[src/rtl/rtf_uart_pkg.sv]
// Shared constants for the UART receive interrupt block: interrupt cause IDs
// and line status register bit positions.
package rtf_uart_pkg;

  typedef enum logic [2:0] {
    IRQ_NONE = 3'b000,
    IRQ_RDA  = 3'b100,
    IRQ_CTO  = 3'b101,
    IRQ_RLS  = 3'b110
  } irq_id_e;

  localparam int unsigned LSR_DR  = 0;
  localparam int unsigned LSR_OE  = 1;
  localparam int unsigned LSR_PE  = 2;
  localparam int unsigned LSR_FE  = 3;
  localparam int unsigned LSR_BI  = 4;
  localparam int unsigned LSR_TO  = 5;
  localparam int unsigned LSR_THR = 6;
  localparam int unsigned LSR_ERR = 7;

endpackage

[src/rtl/rtf_uart_rx_timeout.sv]
// Character-timeout counter: counts baud16x ticks while the FIFO sits idle
// and non-empty, saturating at to_chars * frame_size.
module rtf_uart_rx_timeout #(
  parameter int unsigned QCNT_W = 6,
  parameter int unsigned TO_W   = 13
) (
  input  logic              clk,
  input  logic              rst_n,
  input  logic              baud16x_ce,
  input  logic [2:0]        to_chars,
  input  logic [9:0]        frame_size,
  input  logic [QCNT_W-1:0] qcnt,
  input  logic              empty,
  input  logic              rx_rd,
  output logic              timeout
);

  logic [TO_W-1:0]   limit;
  logic [TO_W-1:0]   cnt;
  logic [QCNT_W-1:0] qcnt_q;
  logic              reload;

  assign limit  = TO_W'(to_chars) * TO_W'(frame_size);
  // A change in occupancy means a new word arrived (or was popped): restart.
  assign reload = rx_rd | empty | (qcnt != qcnt_q);

  always_ff @(posedge clk or negedge rst_n) begin
    if (!rst_n) begin
      cnt     <= '0;
      qcnt_q  <= '0;
      timeout <= 1'b0;
    end else begin
      qcnt_q <= qcnt;
      if (reload) begin
        cnt     <= '0;
        timeout <= 1'b0;
      end else begin
        // Clamp rather than hold so a shrinking limit still lands on a match.
        if (baud16x_ce)
          cnt <= (cnt >= limit) ? limit : cnt + TO_W'(1);
        if ((cnt == limit) && (limit != '0) && !empty)
          timeout <= 1'b1;
      end
    end
  end

endmodule

[src/rtl/rtf_uart_rx_irq.sv]
// Receive interrupt controller: sticky LSR, prioritised irq/irq_id, timeout.
// Optional receive-interrupt holdoff enabled by RTF_UART_RX_IRQ_HOLDOFF_EN.
module rtf_uart_rx_irq
  import rtf_uart_pkg::*;
#(
  parameter int unsigned QCNT_W = 6,
  parameter int unsigned TO_W   = 13
) (
  input  logic              clk,
  input  logic              rst_n,
  input  logic              baud16x_ce,
  input  logic [2:0]        ier,
  input  logic [QCNT_W-1:0] rx_thresh,
  input  logic [2:0]        to_chars,
  input  logic [9:0]        frame_size,
  input  logic [QCNT_W-1:0] qcnt,
  input  logic              empty,
  input  logic              rx_rd,
  input  logic              frame_err,
  input  logic              parity_err,
  input  logic              break_det,
  input  logic              overrun,
  input  logic              lsr_rd,
`ifdef RTF_UART_RX_IRQ_HOLDOFF_EN
  input  logic [7:0]        holdoff,
`endif
  output logic              irq,
  output logic [2:0]        irq_id,
  output logic [7:0]        lsr,
  output logic              timeout
);

  logic              overrun_q;
  logic              oe, pe, fe, bi;
  logic              err, thr, mask;
  logic [QCNT_W-1:0] thr_eff;
  irq_id_e           next_id;

  rtf_uart_rx_timeout #(
    .QCNT_W (QCNT_W),
    .TO_W   (TO_W)
  ) u_timeout (
    .clk        (clk),
    .rst_n      (rst_n),
    .baud16x_ce (baud16x_ce),
    .to_chars   (to_chars),
    .frame_size (frame_size),
    .qcnt       (qcnt),
    .empty      (empty),
    .rx_rd      (rx_rd),
    .timeout    (timeout)
  );

  // Sticky error bits: a new set in the same cycle as lsr_rd survives.
  always_ff @(posedge clk or negedge rst_n) begin
    if (!rst_n) begin
      overrun_q <= 1'b0;
      oe        <= 1'b0;
      pe        <= 1'b0;
      fe        <= 1'b0;
      bi        <= 1'b0;
    end else begin
      overrun_q <= overrun;
      oe <= (oe & ~lsr_rd) | (overrun & ~overrun_q);
      pe <= (pe & ~lsr_rd) | (~empty & parity_err);
      fe <= (fe & ~lsr_rd) | (~empty & frame_err);
      bi <= (bi & ~lsr_rd) | (~empty & break_det);
    end
  end

  assign err     = oe | pe | fe | bi;
  assign thr_eff = (rx_thresh == '0) ? QCNT_W'(1) : rx_thresh;
  assign thr     = ~empty & (qcnt >= thr_eff);

  always_comb begin
    lsr          = '0;
    lsr[LSR_DR]  = ~empty;
    lsr[LSR_OE]  = oe;
    lsr[LSR_PE]  = pe;
    lsr[LSR_FE]  = fe;
    lsr[LSR_BI]  = bi;
    lsr[LSR_TO]  = timeout;
    lsr[LSR_THR] = thr;
    lsr[LSR_ERR] = err;
  end

  always_comb begin
    next_id = IRQ_NONE;
    if (ier[2] && err)
      next_id = IRQ_RLS;
    else if (ier[0] && thr && !mask)
      next_id = IRQ_RDA;
    else if (ier[1] && timeout && !mask)
      next_id = IRQ_CTO;
  end

  always_ff @(posedge clk or negedge rst_n) begin
    if (!rst_n) begin
      irq    <= 1'b0;
      irq_id <= IRQ_NONE;
    end else begin
      irq    <= (next_id != IRQ_NONE);
      irq_id <= next_id;
    end
  end

`ifdef RTF_UART_RX_IRQ_HOLDOFF_EN
  logic [11:0] ho_cnt;

  // Armed on the cycle irq is about to fall; counts down in baud16x ticks.
  always_ff @(posedge clk or negedge rst_n) begin
    if (!rst_n)
      ho_cnt <= '0;
    else if (irq && (next_id == IRQ_NONE))
      ho_cnt <= {holdoff, 4'b0000};
    else if (baud16x_ce && (ho_cnt != '0))
      ho_cnt <= ho_cnt - 12'd1;
  end

  assign mask = (ho_cnt != '0);
`else
  assign mask = 1'b0;
`endif

endmodule

[config.mk]
export PLATFORM = sky130hd
export DESIGN_NAME = rtf_uart_rx_irq
export DESIGN_NICKNAME = d
export VERILOG_FILES = /design/src/rtl/rtf_uart_pkg.sv /design/src/rtl/rtf_uart_rx_timeout.sv /design/src/rtl/rtf_uart_rx_irq.sv
export SDC_FILE = /design/constraint.sdc
export NUM_CORES = 1
export LEC_CHECK = 0
export ABC_AREA = 1
export CAP_MARGIN = 20
export CORE_UTILIZATION = 49
export DETAILED_ROUTE_END_ITERATION = 16
export PLACE_DENSITY = 0.79
export SLEW_MARGIN = 30
export SYNTH_ARGS = -nofsm -noshare
export SYNTH_HDL_FRONTEND = slang
export SYNTH_SLANG_ARGS = --single-unit
[constraint.sdc]
create_clock -name clk -period 1.9 [get_ports clk]
set_input_delay 0.285 -clock clk [delete_from_list [all_inputs] [get_ports clk]]
set_output_delay 0.285 -clock clk [all_outputs]
set_load 0.005 [all_outputs]
==> results.yml <==
worst_hold_path:
  hp-class: "input port to register"
critical_path:
  end_kind: "register"
  cpMaxStageDelayCell: "fa_1"
  cp_top_family: "simple AND/OR/NAND/NOR gates"
  cp_common_cell: "nand2_2"
  cp_max_fo: 4
  cpPeakStageDelay_ps: 550
  required_ps: 2130
  critPathBufInv: 4
  crit_arrival_ps: 3750
  path_class: "input port to register"
  start_kind: "input port"
final_layout:
  mostFrequentLayoutCell: "nand2_1"
  final_cell_mix: "nand2_1 (89), buf_4 (79), inv_1 (56)"
  synthToLayoutAreaGrowth_pct: 57.1
  utilization: 0.801
  finalNetCount: 626
  fin_area_um2: 4770
  n_antenna_cell: 0
  drive_above_1_share: 0.405
sta:
  fin_crit_ps: 3520
  rsz0062_at_grt: "true"
  fmax_mhz: 284
  timing.final.ws_setup_ps: -1620
  hold_ws_ps: 367
  finalCritPeriodShare: 1.85
  clock_skew_ps: 9.43
  hold_violations: 0
  setup_viol: 15
  drv_slew: 0
  slew_headroom: 0.687
  worst_pin_slew_ps: 465
  finalSetupTns_ps: -22140
grt:
  grt_overflow: 0
  grt_pass1_wl_um: 16500
  grt_usage: 0.332
  grt_pass1_vias: 3561
  grt_antenna_before_repair: 0
  grt_max_degree: 30
routing:
  drc: 1
  vias: 3681
  postRouteAntennaNets: 0
  drt_wl_total_um: 11600
  drtIter0Drc: 478
  dr.pass1.iters: 12
  viasPerCell: 5.89
  drt-wirelength-per-cell_um: 18.6
power_and_ir_drop:
  switching_share: 0.390
  peakVddDrop_mv: 0.425
  clockPowerShare: 0.204
  intPower_uw: 1560
  seqPwrFrac: 0.254
  powerDensity_nw_per_um2: 536
  p_leak_uw: 0.00251
  p_comb_frac: 0.542
  p_sw_uw: 998
clock_network:
  cts_tree: "yes"
  clk_pin_slew_ps: 70
  cts_buffers: 5
  cts.sinks: 29
  htreeDepth: 2
  clk_latency_ps: 290
  clockBufferDepth: 2
  cts_root_buf: "clkbuf_8"
die:
  core-area_um2: 5960
  die_h_um: 80.7
  die_w_um: 80.7
  start_util: 0.510
  fp-row-count: 28
  io_pins: 51
  dieArea_um2: 6520
place:
  gp_congestion: 0.851
  dp_hpwl_um: 6360
  port_buffers: 50
  place_area_um2: 4130
yosys:
  ys_types: 36
  syn_area_per_cell_um2: 7.21
  syn_nets: 498
  synth_seq_cells: 29
  synth_cells: 421
  ys_warn_count: 0
  synth_seq_area_share: 0.239
  synth.cell_area_um2: 3040
outcome:
  failed_checks: "DRC, setup timing"
  outcome: "complete, but fails checks"
flow_run:
  cap_violations: 0
## cell families after synthesis
group | share of synthesized area
compound gates | 0.0639
xor+xnor | 0.0519
fa+ha+maj | 0.183
buf+inv | 0.126
flops | 0.239
simple gates | 0.336
## synthesized netlist by cell type (all sizes together)
library cell	instances	area, um2
a21boi	2	15.0
nand2	129	517
or2	1	6.26
inv	73	274
a31o	3	26.3
dfrtp	29	726
o21bai	1	7.51
clkbuf	4	15.0
nor2	17	73.8
o2111ai	1	8.76
nand4	20	125
o221ai	1	8.76
nor4	2	12.5
fa	9	180
ha	30	375
xnor2	9	78.8
nand3b	1	7.51
a21o	1	7.51
xor2	9	78.8
nor3b	1	7.51
nor3	6	35.0
nand3	40	235
o21ai	6	30.0
a21oi	10	68.8
o22ai	1	6.26
o21a	2	15.0
buf	13	95.1
## per-layer routing
| layer | up-vias | part of all wire | GRT usage |
|---|---|---|---|
| li1 | 1604 | - | - |
| met2 | 272 | 0.49 | 0.586 |
| met4 | 0 | 0.060 | 0.161 |
| met5 | - | 0 | 0 |
| met1 | 1722 | 0.37 | 0.382 |
| met3 | 83 | 0.075 | 0.0670 |
## power groups by stage
stage	combinational [uW]	sequential, uW	clock (uW)
4_1_cts	1140	648	506
3_3_place_gp	971	658	0
6_report	1380	650	522
5_1_grt	1480	651	549
2_1_floorplan	540	658	0
3_5_place_dp	1010	660	0
## cell type report
class | instances | area, um2
clock buffers | 5 | 68.8
clock inverters | 3 | 17.5
fillers | 330 | 1190
inverters | 73 | 279
multi-input cells | 302 | 2380
flip-flops and latches | 29 | 726
well taps | 75 | 93.8
repair buffers | 138 | 1210
## per-stage QoR
step / setup slack (ps) / std cells / power [uW]
after detailed placement: -2210 / 602 / 1670
after floorplan: -1520 / 421 / 1200
after global placement: -2060 / 602 / 1630
after CTS: -1390 / 621 / 2290
after global routing: -1730 / 625 / 2680
final: -1620 / 625 / 2560
## sequential cells by signal (all words and copies together), names as in the netlist
| name | cells |
|---|---|
| u_timeout.cnt | 13 |
| pe | 1 |
| u_timeout.timeout | 1 |
| irq | 1 |
| overrun_q | 1 |
| fe | 1 |
| irq_id | 3 |
| u_timeout.qcnt_q | 6 |
| bi | 1 |
| oe | 1 |
## timing repair
action | 4_1_cts | 5_1_grt
resized for setup | 124 | 51
pin swaps | 37 | 50
setup endpoints to repair | 18 | 18
setup buffers | 11 | 6
hold buffers | 0 | 0
gates cloned | 1 | 0
## worst paths after layout
path                                     start                  end  slack (ps)  cells after the start
setup / recovery                 frame_size[7]     u_timeout.cnt[9]       -1620                     25
hold / removal                         qcnt[1]  u_timeout.qcnt_q[1]         370                      2
setup reg to reg           u_timeout.qcnt_q[2]     u_timeout.cnt[9]        -160                      7
hold reg to reg                      overrun_q                   oe         480                      1
max in group asynchronous                rst_n    u_timeout.cnt[12]        1230                      2
min in group asynchronous                rst_n                   pe         380                      2
Power figures use the tool's default switching activity.
